===== src/rtl/ex_div_unit_pkg.sv =====
// Shared constants for the execute-stage divider: op codes (shared with the ALU decoder),
// FSM state encoding and datapath width.
package ex_div_unit_pkg;

    localparam int XLEN  = 32;
    localparam int CNT_W = 5;

    localparam logic [4:0] OP_DIV  = 5'b10100;
    localparam logic [4:0] OP_DIVU = 5'b10101;
    localparam logic [4:0] OP_REM  = 5'b10110;
    localparam logic [4:0] OP_REMU = 5'b10111;

    typedef enum logic [1:0] {
        IDLE = 2'd0,
        CALC = 2'd1,
        DONE = 2'd2
    } div_state_t;

    // The four divide codes are exactly the 101xx block of ALUControl.
    function automatic logic isDivOp(input logic [4:0] op);
        return (op[4:2] == 3'b101);
    endfunction

endpackage


===== src/rtl/ex_div_unit_div_step.sv =====
// One radix-2 restoring division step: shift {rem,quo} left, trial-subtract the divisor
// from the upper half and keep the difference when it does not borrow.
module div_step
    import ex_div_unit_pkg::*;
#(
    parameter int WIDTH = XLEN
) (
    input  logic [WIDTH-1:0] i_rem,
    input  logic [WIDTH-1:0] i_quo,
    input  logic [WIDTH-1:0] i_divisor,
    output logic [WIDTH-1:0] o_rem,
    output logic [WIDTH-1:0] o_quo
);

    logic [WIDTH:0] w_shifted;
    logic [WIDTH:0] w_diff;
    logic           w_borrow;

    // The shifted remainder can need WIDTH+1 bits, and since it is always below twice the
    // divisor the top bit of the WIDTH+1-bit difference is exactly the borrow.
    assign w_shifted = {i_rem, i_quo[WIDTH-1]};
    assign w_diff    = w_shifted - {1'b0, i_divisor};
    assign w_borrow  = w_diff[WIDTH];

    assign o_rem = w_borrow ? w_shifted[WIDTH-1:0] : w_diff[WIDTH-1:0];
    assign o_quo = {i_quo[WIDTH-2:0], ~w_borrow};

endmodule


===== src/rtl/ex_div_unit.sv =====
// Iterative restoring divider beside the ALU: DIV/DIVU/REM/REMU with RISC-V M special cases,
// stalling the pipeline through busy while it iterates.
module ex_div_unit #(
    parameter int XLEN  = ex_div_unit_pkg::XLEN,
    parameter int CNT_W = ex_div_unit_pkg::CNT_W
) (
    input  logic            clk,
    input  logic            rst,
    input  logic            start,
    input  logic [4:0]      op,
    input  logic [XLEN-1:0] rdA,
    input  logic [XLEN-1:0] rdB,
    input  logic            flush,
    output logic            busy,
    output logic            done,
    output logic [XLEN-1:0] result
);
    import ex_div_unit_pkg::*;

    localparam logic [XLEN-1:0] MIN_NEG = {1'b1, {(XLEN-1){1'b0}}};

    div_state_t      r_state;
    logic [CNT_W-1:0] r_cnt;
    logic [XLEN-1:0] r_rem;
    logic [XLEN-1:0] r_quo;
    logic [XLEN-1:0] r_divisor;
    logic            r_isRem;
    logic            r_negQ;
    logic            r_negR;
    logic            r_done;
    logic [XLEN-1:0] r_result;

    logic            w_isSigned;
    logic            w_signA;
    logic            w_signB;
    logic [XLEN-1:0] w_absA;
    logic [XLEN-1:0] w_absB;
    logic            w_divZero;
    logic            w_overflow;
    logic            w_special;
    logic            w_accept;
    logic [XLEN-1:0] w_specialResult;
    logic [XLEN-1:0] w_remNext;
    logic [XLEN-1:0] w_quoNext;
    logic [XLEN-1:0] w_quoFinal;
    logic [XLEN-1:0] w_remFinal;
    logic [XLEN-1:0] w_final;

    // Signed ops have op[0]=0; magnitudes are unsigned, so |MIN_NEG| stays MIN_NEG.
    assign w_isSigned = ~op[0];
    assign w_signA    = w_isSigned & rdA[XLEN-1];
    assign w_signB    = w_isSigned & rdB[XLEN-1];
    assign w_absA     = w_signA ? -rdA : rdA;
    assign w_absB     = w_signB ? -rdB : rdB;

    assign w_divZero  = (rdB == '0);
    assign w_overflow = w_isSigned & (rdA == MIN_NEG) & (rdB == '1);
    assign w_special  = w_divZero | w_overflow;
    assign w_accept   = (r_state == IDLE) & start & isDivOp(op) & ~flush;

    always_comb begin
        w_specialResult = '0;
        if (w_divZero) begin
            w_specialResult = op[1] ? rdA : '1;
        end else begin
            w_specialResult = op[1] ? '0 : MIN_NEG;
        end
    end

    div_step #(
        .WIDTH(XLEN)
    ) u_step (
        .i_rem    (r_rem),
        .i_quo    (r_quo),
        .i_divisor(r_divisor),
        .o_rem    (w_remNext),
        .o_quo    (w_quoNext)
    );

    assign w_quoFinal = r_negQ ? -w_quoNext : w_quoNext;
    assign w_remFinal = r_negR ? -w_remNext : w_remNext;
    assign w_final    = r_isRem ? w_remFinal : w_quoFinal;

    assign busy   = (w_accept & ~w_special) | (r_state == CALC);
    assign done   = r_done;
    assign result = r_result;

    // Special cases skip iteration and publish their result straight from the accept edge;
    // the last CALC step publishes the sign-corrected result on its way to DONE.
    always_ff @(posedge clk) begin
        if (rst) begin
            r_state   <= IDLE;
            r_cnt     <= '0;
            r_rem     <= '0;
            r_quo     <= '0;
            r_divisor <= '0;
            r_isRem   <= 1'b0;
            r_negQ    <= 1'b0;
            r_negR    <= 1'b0;
            r_done    <= 1'b0;
            r_result  <= '0;
        end else if (flush) begin
            r_state <= IDLE;
            r_done  <= 1'b0;
        end else begin
            case (r_state)
                IDLE: begin
                    r_done <= 1'b0;
                    if (w_accept) begin
                        r_isRem   <= op[1];
                        r_negQ    <= w_signA ^ w_signB;
                        r_negR    <= w_signA;
                        r_rem     <= '0;
                        r_quo     <= w_absA;
                        r_divisor <= w_absB;
                        r_cnt     <= CNT_W'(XLEN - 1);
                        if (w_special) begin
                            r_result <= w_specialResult;
                            r_done   <= 1'b1;
                            r_state  <= DONE;
                        end else begin
                            r_state <= CALC;
                        end
                    end
                end
                CALC: begin
                    r_rem <= w_remNext;
                    r_quo <= w_quoNext;
                    r_cnt <= r_cnt - CNT_W'(1);
                    if (r_cnt == '0) begin
                        r_result <= w_final;
                        r_done   <= 1'b1;
                        r_state  <= DONE;
                    end
                end
                DONE: begin
                    r_done  <= 1'b0;
                    r_state <= IDLE;
                end
                default: begin
                    r_done  <= 1'b0;
                    r_state <= IDLE;
                end
            endcase
        end
    end

endmodule


===== config.mk =====
export PLATFORM = sky130hd
export DESIGN_NAME = ex_div_unit
export DESIGN_NICKNAME = d
export VERILOG_FILES = /design/src/rtl/ex_div_unit_pkg.sv /design/src/rtl/ex_div_unit_div_step.sv /design/src/rtl/ex_div_unit.sv
export SDC_FILE = /design/constraint.sdc
export NUM_CORES = 1
export LEC_CHECK = 0
export ABC_CLOCK_PERIOD_IN_PS = 5900
export CAP_MARGIN = 40
export CORE_MARGIN = 5
export CORE_UTILIZATION = 54
export DETAILED_ROUTE_END_ITERATION = 7
export MAX_ROUTING_LAYER = met4
export PLACE_DENSITY = 0.79
export SLEW_MARGIN = 20
export SYNTH_ARGS = -nofsm -noshare
export SYNTH_HDL_FRONTEND = slang
export SYNTH_HIERARCHICAL = 1
export SYNTH_SLANG_ARGS = --single-unit

===== constraint.sdc =====
create_clock -name clk -period 5.9 [get_ports clk]
set_clock_uncertainty 0.2 [all_clocks]
set_input_delay 1.18 -clock clk [delete_from_list [all_inputs] [get_ports clk]]
set_output_delay 1.18 -clock clk [all_outputs]
set_load 0.1 [all_outputs]

* Yosys cells after proc, flatten, opt, wreduce, memory -nomap -nowiden
Cells that the tools add are included.
** Cells by class
- Add/sub/neg operators :: 6
- Eq/ne operators :: 7
- Multiplexer cells :: 27
- Reduce and logical (&&, ||, !) cells :: 9
- Bitwise operators :: 15
** Operators with widths (count)
- $mux W32 :: 14
- $pmux W32 S2 :: 3
- $neg A32 Y32 :: 4
- $eq A32 B32 Y1 const B :: 2
- $sub A33 B32 Y33 :: 1
- $logic_not A32 Y1 :: 1
- $pmux W5 S2 :: 1
- $and A1 B1 Y1 :: 8
- $mux W2 :: 3
- $reduce_and A3 Y1 :: 2
- $logic_not A5 Y1 :: 1
- $mux W5 :: 1
- $reduce_and A5 Y1 :: 1
- $sub A5 B1 Y5 const B :: 1
- $ne A2 B2 Y1 const B :: 2
- $not A1 Y1 :: 4
- $pmux W2 S2 :: 1
- $eq A3 B3 Y1 const B :: 1
- $mux W1 :: 3
- $eq A2 B1 Y1 const B :: 1
- $logic_not A2 Y1 :: 1
- $ne A2 B1 Y1 const B :: 1
- $or A1 B1 Y1 :: 2
- $pmux W1 S2 :: 1
- 4 further kinds :: 4
** Word-level totals
- Register bits :: 139
- Logic and storage cells :: 74
- Input bits :: 73

* Depth between registers and ports, before layout
- Depth in word-level cells :: 7
- Gate-level depth with buffers :: 23
- Gate-level depth less buffers :: 21

* Modules after synthesis
The synthesis kept the hierarchy.
** Modules (own cells, without submodules)
- ex_div_unit :: cells an instance 1138, area an instance 8811.0 µm², sequential area each 2782.7 µm², instances 1
- div_step :: cells an instance 337, area an instance 2598.7 µm², sequential area each 0.0 µm², instances 1

* Worst setup path before layout
No wires, ideal clock.
- Path kind :: register -> register
- Start point :: reg r_quo[31]
- End point :: reg r_result[28], in the netlist result[28]
- Data arrival time :: 5153 ps
- Stages on the path, launching flop included :: 24
- Required time :: 5555 ps
- Clock period less this slack :: 5498 ps
- Setup time :: 145 ps
- Path slack :: 402 ps
- Cell sequence :: dfxtp_1 -> inv_1 -> ha_1 -> fa_1 -> and2b_1 -> o2111ai_2 -> a21oi_2 -> o2111ai_1 -> a211oi_2 -> nor2_4 -> mux2i_4 -> and2_4 -> buf_12 -> inv_8 -> buf_12 -> mux2_4 -> or4_4 -> or2_1 -> buf_6 -> or4_4 -> o311ai_2 -> a21oi_1 -> a211oi_2 -> a211oi_2
** On the way
- Cells in the longest elaborated chain, start to end :: 7
** Ends and longest elaborated chain
- start, declared :: RTL line ex_div_unit.sv:25 : logic [XLEN-1:0] r_quo;
- start signal, assigned :: RTL line ex_div_unit.sv:114 : r_quo <= w_absA;
- start signal, assigned :: RTL line ex_div_unit.sv:128 : r_quo <= w_quoNext;
- $sub A33 B32 Y33 :: RTL line ex_div_unit_div_step.sv:22 : assign w_diff = w_shifted - {1'b0, i_divisor};
- $mux W32 :: RTL line ex_div_unit_div_step.sv:25 : assign o_rem = w_borrow ? w_shifted[WIDTH-1:0] : w_diff[WIDTH-1:0];
- via w_remNext[13] :: RTL line ex_div_unit.sv:43 : logic [XLEN-1:0] w_remNext;
- $neg A32 Y32 :: RTL line ex_div_unit.sv:81 : assign w_remFinal = r_negR ? -w_remNext : w_remNext;
- $mux W32 :: RTL line ex_div_unit.sv:81
- $mux W32 :: RTL line ex_div_unit.sv:82 : assign w_final = r_isRem ? w_remFinal : w_quoFinal;
- $mux W32 :: RTL line ex_div_unit.sv:130 : if (r_cnt == '0) begin
- $pmux W32 S2 :: RTL line ex_div_unit.sv:106 : case (r_state)
- end signal, assigned :: RTL line ex_div_unit.sv:118 : r_result <= w_specialResult;
- end signal, assigned :: RTL line ex_div_unit.sv:131 : r_result <= w_final;
- end, declared :: RTL line ex_div_unit.sv:31 : logic [XLEN-1:0] r_result;
The timed path passes the listed nets, and every way through them passes these cells. The select of a mux whose other input is x is not followed.
A chain may end at the register's enable or synchronous reset.

* Worst setup path in the final report
- Start point :: reg r_quo[31]
- End point :: reg r_result[27], in the netlist result[27]
** On the way
- Cells in the longest elaborated chain, start to end :: 7
** Ends and longest elaborated chain
- $sub A33 B32 Y33 :: RTL line ex_div_unit_div_step.sv:22
- $not A1 Y1 :: RTL line ex_div_unit_div_step.sv:26 : assign o_quo = {i_quo[WIDTH-2:0], ~w_borrow};
- via w_quoNext[0] :: RTL line ex_div_unit.sv:44 : logic [XLEN-1:0] w_quoNext;
- $neg A32 Y32 :: RTL line ex_div_unit.sv:80 : assign w_quoFinal = r_negQ ? -w_quoNext : w_quoNext;
- $mux W32 :: RTL line ex_div_unit.sv:80
- $mux W32 :: RTL line ex_div_unit.sv:82
- $mux W32 :: RTL line ex_div_unit.sv:130
- $pmux W32 S2 :: RTL line ex_div_unit.sv:106
The timed path passes the listed nets, and every way through them passes these cells. The select of a mux whose other input is x is not followed.

==> results.ini <==
[status]
status=finished, final reports clean

[grt]
grt_pass1_vias=10700
grt_pass1_wl_um=57800
overflow=0
grt.total_usage=0.304
grt_max_degree=83
antenna_found_initial=1

[synth]
yosysUniqueCellTypes=97
synth_nets=1588
yosys_warnings=6
synth.cell_area_mm2=0.0114
synth_top_area_share=0.244
synthCells=1475
async_reset_ff_frac=0
synthAdderAreaFrac=0.0445
synth_seq_area_share=0.244
synthSimpleGateAreaFrac=0.213
synth-main-ff-cell=dfxtp_1
ys_ff_latch=139
syn_avg_cell_area_um2=7.74
synth_compound_area_frac=0.271
muxShareOfSynthArea=0.0363
synth_top_family_by_area=compound AO/OA/AOI/OAI gates
synth_area_leader_cell=dfxtp_1
synthXorXnorAreaFrac=0.107
synth_edf_count=0
yosys-top-cells-area=dfxtp_1 (24%), nor2_1 (7.2%), xnor2_1 (5.6%), a21oi_1 (5.2%), xor2_1 (5.1%)

[placement]
numPortBuffers=106
dp.final_hpwl_um=27400
placed_area_mm2=0.0129
gp_congestion=1.01

[pwr]
pwr-share-seq=0.325
netSwitchingPower_uw=1000
internal_power_uw=1980
p_total_uw=2980
cellPowerDensity_mw_per_mm2=221
p_sw_frac=0.336
peakVddDrop_uv=229
power.share.clock=0.359
power_leakage_uw=0.00495
pwr-share-comb=0.316

[finish]
syn_to_final_growth_pct=18.4
fillers=1803
final_util=0.646
layout_commonest_cell=nor2_1
fin_nets=1656
drive_above_1_share=0.117
finalInstanceArea_mm2=0.0135
final_cell_mix=nor2_1 (216), dfxtp_1 (139), a21oi_1 (119)

[cts]
clock_latency_ns=0.43
cts_inserted_buffers=17
clkTransAtPathRegs_ns=0.06
htree_levels=4
cts_hold_buf=0
clock_path_buffers=2
cts_tree=built
cts.sinks=139
cts_root_buf=clkbuf_16

[floorplanning]
num_io_pins=107
fp.dieArea_mm2=0.0241
start_util=0.546
dieWidth_um=155
rows=53
coreArea_mm2=0.0209
die_h_um=155

[sta]
rsz0062_at_grt=false
hold_viol=0
fin_crit_sh=0.958
setup_tns_ns=0
slew_headroom=0.417
setup_viol=0
final.min_clock_period_ns=5.65
drv_slew=0
max_slew.worst_pin.slew_ns=0.875
fmax_mhz=177
holdWs_ns=0.263

[route]
dr.pass1.iters=5
via_count=11700
post-route-drc-count=0
drtIter0Drc=1158
wire_per_inst_um=20.0
vias_per_cell=6.37
ant_nets=0
drt_wl_total_um=36700

[setup_path]
end_kind=flip-flop
path_max_fanout=14
critPathKind=reg2reg
critPathLaunchType=flip-flop
arrival_ns=5.75
critPathRequiredTime_ns=6.00

[flow_run]
cap_violations=0

[hold_path]
min_path_type=reg2reg

[cell families (layout without fill, tap and decap cells)]
family | after synthesis | after routing
flip-flops | 139 | 139
XOR/XNOR | 140 | 140
adder cells (fa/ha/maj) | 40 | 40
buffers and inverters | 187 | 267
AND/OR/NAND/NOR | 488 | 488
other | 0 | 1
multiplexers | 30 | 30
AO/OA/AOI/OAI | 451 | 451
[cell usage after synthesis, drive strengths merged (6+ instances only)]
cell / number
nor4: 18
nand4: 21
nor3b: 8
dfxtp: 139
a21oi: 121
nor2b: 12
o41ai: 17
o22ai: 15
a311oi: 6
or3: 14
a211oi: 82
buf: 55
xnor2: 73
ha: 39
clkbuf: 69
nand3: 26
mux2: 24
a22oi: 32
o21a: 12
a21o: 18
inv: 60
xor2: 67
nand2: 70
mux2i: 6
or4: 23
o31ai: 23
a31oi: 20
nor2: 220
nor3: 33
and3: 8
nand2b: 11
o21ai: 65
[what timing repair did]
action	in CTS	in global routing
buffers inserted	0	2
endpoints found under the setup margin	0	3
endpoints found under the hold margin	0	0
gates resized for setup	0	2
[sequential cells by signal, indices dropped and copies added, names as in the netlist]
name       count
r_negR         1
r_quo         32
r_divisor     32
r_negQ         1
r_cnt          5
done           1
r_isRem        1
result        32
r_rem         32
r_state        2
[area by class of cell]
| class | count | area (µm²) | share of cell area |
|---|---|---|---|
| diodes | 1 | 2.50 | 0.000185 |
| clock buffers | 22 | 464 | 0.0344 |
| clock inverters | 9 | 115 | 0.00852 |
| inverters | 61 | 241 | 0.0179 |
| multi-input cells | 1149 | 7710 | 0.571 |
| flip-flops and latches | 139 | 2780 | 0.206 |
| well taps | 275 | 344 | 0.0255 |
| repair buffers | 174 | 1840 | 0.136 |
| repair inverters | 1 | 8.76 | 0.000649 |
[per-stage QoR]
step / setup slack [ns] / instances
finish: 0.249 / 1831
global route: 0.0468 / 1831
CTS: 0.197 / 1826
detailed placement: 0.257 / 1795
global placement: 0.343 / 1759
floorplan: 0.402 / 1475
[path summary, 6_finish.rpt]
check	startpoint	to	slack [ns]	depth (start not counted)
worst min-delay path	r_divisor[26]	r_divisor[26]	0.26	2
worst max register to register	r_quo[31]	result[27]	0.25	20
worst min register to register	r_divisor[26]	r_divisor[26]	0.26	2
worst max-delay path	r_quo[31]	result[27]	0.25	20
[power by group through the flow]
stage	sequential, µW	combinational [µW]	clock [µW]
after floorplan	987	660	0
after global placement	987	877	0
after detailed placement	988	897	0
after CTS	967	902	1080
after global routing	969	1000	1120
final	968	942	1070
[critical path: stages (launching register included)]
cell	delay (ns)
dfxtp_1	0.35
inv_1	0.05
ha_1	0.22
fa_1	0.41
and2b_1	0.25
o2111ai_2	0.13
a21oi_2	0.24
o2111ai_1	0.22
a211oi_2	0.29
nor2_4	0.10
mux2i_4	0.20
and2_4	0.23
clkinv_8	0.12
mux2_4	0.35
or4_4	0.58
or4_4	0.59
nor3_2	0.23
nor2_1	0.06
mux2_2	0.27
a211oi_1	0.30
a211oi_2	0.12
[metal layers]
| metal | wire, µm | vias up | global-route usage |
|---|---|---|---|
| met4 | 943 | 0 | 0.0967 |
| met5 | 0 | - | - |
| met3 | 3620 | 80 | 0.0567 |
| met2 | 16400 | 610 | 0.450 |
| met1 | 15800 | 5506 | 0.419 |
| li1 | - | 5465 | - |
Note: power is estimated with default switching activity, not from simulation.
